<file path="src/rtl/pipeline_stage_reg_if.sv">
// Interface bundling the stage-to-stage signals of pipeline_stage_reg.
// master: the side that drives stalls, flush and the incoming payload.
// slave : the pipeline register itself.
//
// Handshake: out_valid qualifies out. There is no ready signal.
// The consuming stage applies backpressure through stall_next_stage_in.
// A held payload keeps out/out_valid stable until the stall clears or a flush discards it.
interface pipeline_stage_reg_if #(
    parameter int WIDTH = 32
);
    logic             stall_current_stage_in;
    logic             stall_next_stage_in;
    logic             flush_in;
    logic             in_valid;
    logic [WIDTH-1:0] in;
    logic             out_valid;
    logic [WIDTH-1:0] out;
    logic [1:0]       stage_state;
    logic [31:0]      bubble_count;

    modport master (
        output stall_current_stage_in,
        output stall_next_stage_in,
        output flush_in,
        output in_valid,
        output in,
        input  out_valid,
        input  out,
        input  stage_state,
        input  bubble_count
    );

    modport slave (
        input  stall_current_stage_in,
        input  stall_next_stage_in,
        input  flush_in,
        input  in_valid,
        input  in,
        output out_valid,
        output out,
        output stage_state,
        output bubble_count
    );
endinterface

</file>
<file path="src/rtl/pipeline_stage_reg.sv">
// Registered pipeline-stage latch with valid tracking.
// Each edge it passes, holds, bubbles or flushes the payload, based on stretched stall inputs
// and a flush request. stage_state reports the action taken at the last edge.
// Optional feature macro: PIPE_BUBBLE_COUNT_EN enables a saturating 32-bit bubble counter.
// Without it, bubble_count is tied to zero.
module pipeline_stage_reg #(
    parameter int               WIDTH        = 32,
    parameter int               STALL_EXTEND = 1,
    parameter logic [WIDTH-1:0] BUBBLE_VALUE = '0
) (
    input  logic                 clk,
    input  logic                 rst,
    pipeline_stage_reg_if.slave  pipe
);

    typedef enum logic [1:0] {
        ST_RUN    = 2'b00,
        ST_HOLD   = 2'b01,
        ST_BUBBLE = 2'b10,
        ST_FLUSH  = 2'b11
    } state_t;

    localparam logic [3:0] EXT_LOAD = 4'(STALL_EXTEND);

    logic [3:0]       r_ext_c;
    logic [3:0]       r_ext_n;
    logic             w_sc;
    logic             w_sn;
    state_t           r_state;
    state_t           w_next_state;
    logic [WIDTH-1:0] r_out;
    logic [WIDTH-1:0] w_next_out;
    logic             r_out_valid;
    logic             w_next_valid;

    // A stall is effective while raw or while its stretch counter is still running.
    assign w_sc = pipe.stall_current_stage_in | (r_ext_c != 4'd0);
    assign w_sn = pipe.stall_next_stage_in    | (r_ext_n != 4'd0);

    // Stretch counters: a raw stall reloads them (no accumulation), then they count down.
    // A flush clears them, even when a raw stall is present in the same cycle.
    always_ff @(posedge clk) begin
        if (rst || pipe.flush_in) begin
            r_ext_c <= 4'd0;
            r_ext_n <= 4'd0;
        end else begin
            if (pipe.stall_current_stage_in) begin
                r_ext_c <= EXT_LOAD;
            end else if (r_ext_c != 4'd0) begin
                r_ext_c <= r_ext_c - 4'd1;
            end
            if (pipe.stall_next_stage_in) begin
                r_ext_n <= EXT_LOAD;
            end else if (r_ext_n != 4'd0) begin
                r_ext_n <= r_ext_n - 4'd1;
            end
        end
    end

    // Action select in priority order: flush, bubble, run, hold.
    always_comb begin
        w_next_state = ST_HOLD;
        w_next_out   = r_out;
        w_next_valid = r_out_valid;
        if (pipe.flush_in) begin
            w_next_state = ST_FLUSH;
            w_next_out   = BUBBLE_VALUE;
            w_next_valid = 1'b0;
        end else if (w_sc && !w_sn) begin
            w_next_state = ST_BUBBLE;
            w_next_out   = BUBBLE_VALUE;
            w_next_valid = 1'b0;
        end else if (!w_sc && !w_sn) begin
            w_next_state = ST_RUN;
            w_next_out   = pipe.in;
            w_next_valid = pipe.in_valid;
        end
    end

    // Stage register: payload, valid and last action all update together.
    always_ff @(posedge clk) begin
        if (rst) begin
            r_state     <= ST_RUN;
            r_out       <= BUBBLE_VALUE;
            r_out_valid <= 1'b0;
        end else begin
            r_state     <= w_next_state;
            r_out       <= w_next_out;
            r_out_valid <= w_next_valid;
        end
    end

`ifdef PIPE_BUBBLE_COUNT_EN
    logic [31:0] r_bubble_count;

    // Bubble counter: one per BUBBLE action, saturates, cleared only by reset.
    always_ff @(posedge clk) begin
        if (rst) begin
            r_bubble_count <= 32'd0;
        end else if ((w_next_state == ST_BUBBLE) && (r_bubble_count != 32'hFFFF_FFFF)) begin
            r_bubble_count <= r_bubble_count + 32'd1;
        end
    end

    assign pipe.bubble_count = r_bubble_count;
`else
    assign pipe.bubble_count = 32'd0;
`endif

    assign pipe.out         = r_out;
    assign pipe.out_valid   = r_out_valid;
    assign pipe.stage_state = r_state;

endmodule

</file>
<file path="src/flat_wrapper.sv">
// flat-port wrapper written by rule: the top's interface ports become plain ports
module pipeline_stage_reg_flat 
#(
    parameter int               WIDTH        = 32,
    parameter int               STALL_EXTEND = 1,
    parameter logic [WIDTH-1:0] BUBBLE_VALUE = '0
)
  (clk, rst, pipe_stall_current_stage_in, pipe_stall_next_stage_in, pipe_flush_in, pipe_in_valid, pipe_in, pipe_out_valid, pipe_out, pipe_stage_state, pipe_bubble_count);
  pipeline_stage_reg_if #(.WIDTH(WIDTH)) pipe_i ();
  input  logic clk;
  input  logic rst;
  input wire logic [$bits(pipe_i.stall_current_stage_in)-1:0] pipe_stall_current_stage_in;
  input wire logic [$bits(pipe_i.stall_next_stage_in)-1:0] pipe_stall_next_stage_in;
  input wire logic [$bits(pipe_i.flush_in)-1:0] pipe_flush_in;
  input wire logic [$bits(pipe_i.in_valid)-1:0] pipe_in_valid;
  input wire logic [$bits(pipe_i.in)-1:0] pipe_in;
  output wire logic [$bits(pipe_i.out_valid)-1:0] pipe_out_valid;
  output wire logic [$bits(pipe_i.out)-1:0] pipe_out;
  output wire logic [$bits(pipe_i.stage_state)-1:0] pipe_stage_state;
  output wire logic [$bits(pipe_i.bubble_count)-1:0] pipe_bubble_count;
  assign pipe_i.stall_current_stage_in = pipe_stall_current_stage_in;
  assign pipe_i.stall_next_stage_in = pipe_stall_next_stage_in;
  assign pipe_i.flush_in = pipe_flush_in;
  assign pipe_i.in_valid = pipe_in_valid;
  assign pipe_i.in = pipe_in;
  assign pipe_out_valid = pipe_i.out_valid;
  assign pipe_out = pipe_i.out;
  assign pipe_stage_state = pipe_i.stage_state;
  assign pipe_bubble_count = pipe_i.bubble_count;
  pipeline_stage_reg #(.WIDTH(WIDTH), .STALL_EXTEND(STALL_EXTEND), .BUBBLE_VALUE(BUBBLE_VALUE)) u_core (.clk(clk), .rst(rst), .pipe(pipe_i));
endmodule
</file>
<file path="config.mk">
export PLATFORM = sky130hd
export DESIGN_NAME = pipeline_stage_reg_flat
export DESIGN_NICKNAME = d
export VERILOG_FILES = /design/src/rtl/pipeline_stage_reg_if.sv /design/src/rtl/pipeline_stage_reg.sv /design/src/flat_wrapper.sv
export SDC_FILE = /design/constraint.sdc
export NUM_CORES = 1
export LEC_CHECK = 0
export BUFFER_PORTS_ARGS = -buffer_cell sky130_fd_sc_hd__buf_2
export CORE_MARGIN = 3
export CORE_UTILIZATION = 40
export DETAILED_ROUTE_END_ITERATION = 10
export PLACE_DENSITY = 0.87
export SKIP_LAST_GASP = 1
export SLEW_MARGIN = 20
export SYNTH_ARGS = -nofsm -noshare
export SYNTH_HDL_FRONTEND = slang
export SYNTH_SLANG_ARGS = --single-unit
export TNS_END_PERCENT = 20
</file>
<file path="constraint.sdc">
create_clock -name clk -period 1.45 [get_ports clk]
set_input_delay 0.2175 -clock clk [delete_from_list [all_inputs] [get_ports clk]]
set_output_delay 0.2175 -clock clk [all_outputs]
set_load 0.02 [all_outputs]
</file>
* Yosys cells after proc, flatten, opt, wreduce, memory -nomap -nowiden
Cells that the tools add are included.
Word-level totals: output and inout bits 67, flip-flop bits (word level) 43, bits of input ports 38, word-level logic and storage cells 30
Operators by class: add/sub/neg operators 2, bitwise gates (word level) 2, multiplexer cells 7, reductions and logical operators 12
Operator list (count):
- 4-bit nonzero test | 2
- 4-bit by 1-bit subtractor with 4-bit output, second input constant | 2
- 1-bit two-way mux | 5
- 2-bit two-way mux | 2
- 2-bit nonzero test | 2
- 2-bit OR reduction | 2
- 3-bit OR reduction | 1
- 1-bit logical AND | 2
- 1-bit zero test | 2
- 1-bit bitwise OR | 2
- 1-bit logical OR | 1

* Longest topological paths before layout
depth in word-level cells 7, mapped depth 6, depth with buffers taken out 5

* Least setup slack after synthesis
OpenSTA, ideal clock, no wires.
kind register to register, start point reg u_core.r_ext_n[0], end point reg u_core.r_ext_n[1], setup slack 0.064 ns, stages on the path, launching flop included 5, setup time 0.114 ns, arrival 1.271 ns, clock period less this slack 1.386 ns, cells stage by stage dfxtp_1 inv_1 ha_1 or3b_1 a2111oi_0
Between the ends: longest elaborated chain between the ends 1, elaborated cells on any way between the ends 2, classes of those cells 1 x add/sub; 1 x reduce/logical
Ends and longest elaborated chain:
- from (decl) | RTL line pipeline_stage_reg.sv:26 | logic [3:0] r_ext_n;
- from (signal assigned) | RTL line pipeline_stage_reg.sv:55 | r_ext_n <= r_ext_n - 4'd1;
- 4-bit by 1-bit subtractor with 4-bit output / 4-bit nonzero test (equally long branches) | RTL line pipeline_stage_reg.sv:55, pipeline_stage_reg.sv:54
Several ways; a longest one is shown, not always the timed one. A chain may end at the register's enable or synchronous reset.

* Worst setup path in the final report
start point reg u_core.r_ext_c[1], end point reg u_core.r_out[10] (netlist: u_core.pipe.out[10])
Between the ends: longest elaborated chain between the ends 4, elaborated cells on any way between the ends 6, classes of those cells 1 x bitwise; 5 x reduce/logical
Ends and longest elaborated chain:
- from (decl) | RTL line pipeline_stage_reg.sv:25 | logic [3:0] r_ext_c;
- from (signal assigned) | RTL line pipeline_stage_reg.sv:50 | r_ext_c <= r_ext_c - 4'd1;
- 4-bit nonzero test (*) | RTL line pipeline_stage_reg.sv:37 | assign w_sc = pipe.stall_current_stage_in | (r_ext_c != 4'd0);
- 1-bit bitwise OR (*) | RTL line pipeline_stage_reg.sv:37
- 1-bit logical AND / 1-bit zero test (equally long branches) | RTL line pipeline_stage_reg.sv:69, pipeline_stage_reg.sv:73
- 3-bit OR reduction (no line) / 1-bit logical AND (equally long branches)
- to (signal assigned) | RTL line pipeline_stage_reg.sv:88 | r_out <= w_next_out;
- to (decl) | RTL line pipeline_stage_reg.sv:31 | logic [WIDTH-1:0] r_out;
Mark *: on every way between the ends. The rest lies on a longest branch, timed or not.

==> flow_metrics.tcl <==
set metrics [dict create \
    synth_commonest_cells "nand2_1, dfxtp_1, o22ai_1" \
    worst-setup-path-type "reg -> reg" \
    min_period_ns 1.42 \
    drive_gt1_share_pct 36.7 \
    synth.most_common_cell "nand2_1" \
    startpoint "u_core.r_ext_c[1]" \
    maximum_number_of_pins_on_one_net_before_global_route_repair 69 \
    detail_route.vias_per_cell 4.80 \
    mappedNetlistArea_um2 1920 \
    i_o_pins 105 \
    regToRegSetupSlack_ns 0.03 \
    groute.usage.overall_pct 14.8 \
    post_layout_nonfiller_instances 365 \
    yosys_warnings 0 \
    critical_path.startpoint_type "flip-flop" \
    cts_num_sinks 43 \
    grt_antenna_before_repair 0 \
    r2r_start "u_core.r_ext_c[1]" \
    fmax_mhz 706 \
    ys_ff_latch 43 \
    finalHoldViolCount 0 \
    ys_types 26 \
    timing.critical_path.to "u_core.pipe.out[10]" \
    buffer_ports.inserted 72 \
    remaining_routing_drc_violations 0 \
    ctsRootBufferMaster "clkbuf_8" \
    routed_wirelength_um 4780 \
    setup_slack_at_placement_ns -0.132 \
    tritoncts_clock_tree "done" \
    drv_cap 0 \
    gp_congestion 0.801 \
    clk-insertion-delay-late_ns 0.30 \
    worstReg2RegEnd "u_core.pipe.out[10]" \
    die_height_um 75.3 \
    average_wire_per_cell_in_the_routed_design_um 13.1 \
    synthesis.area_per_instance_um2 8.39 \
    core_area_um2 4500 \
    number_of_nets_with_antenna_violations_after_routing 0 \
    setup_slack_ns 0.0338 \
    worstRegToRegCells 6 \
    layout.nets 354 \
    cts.clk_slew.worst_paths_ns 0.09 \
    worst_hold_path_type "in -> reg" \
    total_iterations_of_the_first_detailed_routing_run 4 \
    die-width_um 75.3 \
    area.growth.synth_to_final_pct 37.0 \
    synth_ff_type "dfxtp_1" \
    totalNegativeSetupSlack_ns 0 \
    fraction_of_the_yosys_area_taken_by_sequential_cells_pct 44.8 \
    clock_tree.buffer_depth 2 \
    cell_area_power_density_nw_per_um2 969 \
    ys_async_sr_fraction_pct 0 \
    cts_bufs_inserted 5 \
    finalCoreUtilization_pct 58.5 \
    worstPathArrival_ns 1.65 \
    drtIter0Drc 87 \
    grt_first_pass_wirelength_um 6440 \
    area_fraction_of_the_dominant_cell_type_after_synthesis_pct 44.8 \
    floorplan.rows 24 \
    placed_cells 347 \
    vias_in_the_first_global_route 1480 \
    synth_area_leader_cell "dfxtp_1" \
    layout_worst_path_cycle_share_pct 97.7 \
    diodes 0 \
    num_vias 1751 \
    synth_enable_flop_cells 0 \
    fin_worst_skew_ns 0.0128 \
    synthCells 229 \
    fin_worst_hold_slack_ns 0.143 \
    max_slew_violation_count 0 \
    ctsHtreeMaxLevel 2 \
    global_route.overflow_total 0 \
    leakagePower_nw 1.21 \
    vdd.ir_drop.worst_v 0.000440 \
    path_max_fanout 10 \
    rsz_0062_raised_after_global_routing "yes" \
    run_status "completed" \
    timing.final.setup_violations 0 \
    worst_ep_required_time_ns 1.68 \
    timing.critical_path.to_type "flip-flop" \
    synth.area.top_cells "dfxtp_1, nand2_1, buf_4, o22ai_1, ha_1" \
    full_die_area_um2 5670 \
    place_hpwl_um 3000 \
    initial_utilization_pct 42.7 \
]
cell type report:
type                            count  area (um^2)
Fill cell                         421         1870
Multi-Input combinational cell    166          950
Sequential cell                    43          862
Timing Repair Buffer               91          644
Clock buffer                        5         68.8
Tap cell                           52         65.1
Clock inverter                      3         25.0
Inverter                            5         18.8
layer usage:
metal  GRT usage (%)  vias to the layer above  share of wire [%]
met4            5.24                        0               0.88
met1            16.3                      802                 40
met2            26.7                       71                 52
met3            4.62                        4                7.1
met5               0                        -                  0
li1                -                      874                  -
worst min path at each step:
stage               startpoint                         end  depth (start not counted)
floorplan                  rst  u_core.pipe.stage_state[0]                          1
global placement           rst  u_core.pipe.stage_state[1]                          2
detailed placement         rst  u_core.pipe.stage_state[0]                          2
CTS                        rst  u_core.pipe.stage_state[0]                          2
global route               rst  u_core.pipe.stage_state[0]                          2
finish                     rst  u_core.pipe.stage_state[0]                          2
repair_timing:
action | CTS | global route
gates resized for setup | 3 | 20
setup buffers | 0 | 5
pin swaps | 0 | 3
endpoints found under the setup margin | 35 | 37
gates cloned | 0 | 5
hold buffers | 0 | 0
cell usage in the layout (no fill, tap or decap), types with 3 or more instances in the layout:
cell	instances
buf_12	4
buf_2	72
buf_4	9
clkbuf_16	5
clkbuf_8	5
conb_1	32
dfxtp_1	42
inv_2	3
nand2_1	66
nor2_1	4
nor3_1	4
o22ai_1	32
xnor2_1	4
where the power goes:
part / internal [W] / total, W / switching (W)
logic: 0.000245 / 0.000552 / 0.000307
registers: 0.00121 / 0.00123 / 0.0000175
clock network: 0.000344 / 0.000772 / 0.000428
total: 0.00180 / 0.00255 / 0.000753
worst max-delay path, stage by stage (launching register included):
cell and delay, ns:
dfxtp_1 0.32, inv_2 0.10, ha_4 0.15, nor4b_4 0.28, nand2_4 0.18, clkbuf_16 0.21, o22ai_1 0.11
stage by stage:
stage | total power (W) | area [um^2]
6_report | 0.00255 | 2630
4_1_cts | 0.00244 | 2380
3_5_place_dp | 0.00167 | 2270
3_3_place_gp | 0.00166 | 2270
2_1_floorplan | 0.00159 | 2040
5_1_grt | 0.00267 | 2630
cell families (layout without fill, tap and decap cells):
| group | after synthesis | in the layout | synth area share [%] |
|---|---|---|---|
| simple gates | 85 | 85 | 19.7 |
| buf+inv | 51 | 104 | 16.7 |
| flops | 43 | 43 | 44.8 |
| compound gates | 39 | 39 | 13.2 |
| fa+ha+maj | 4 | 4 | 2.60 |
| xor+xnor | 4 | 4 | 1.82 |
| mux | 2 | 2 | 1.04 |
| other cells | 1 | 32 | 0.195 |
registers in the layout, indices dropped and copies added, names as in the netlist:
signal / cells
u_core.r_ext_n: 4
u_core.pipe.out: 32
u_core.pipe.out_valid: 1
u_core.pipe.stage_state: 2
u_core.r_ext_c: 4
Power figures use the tool's default switching activity.
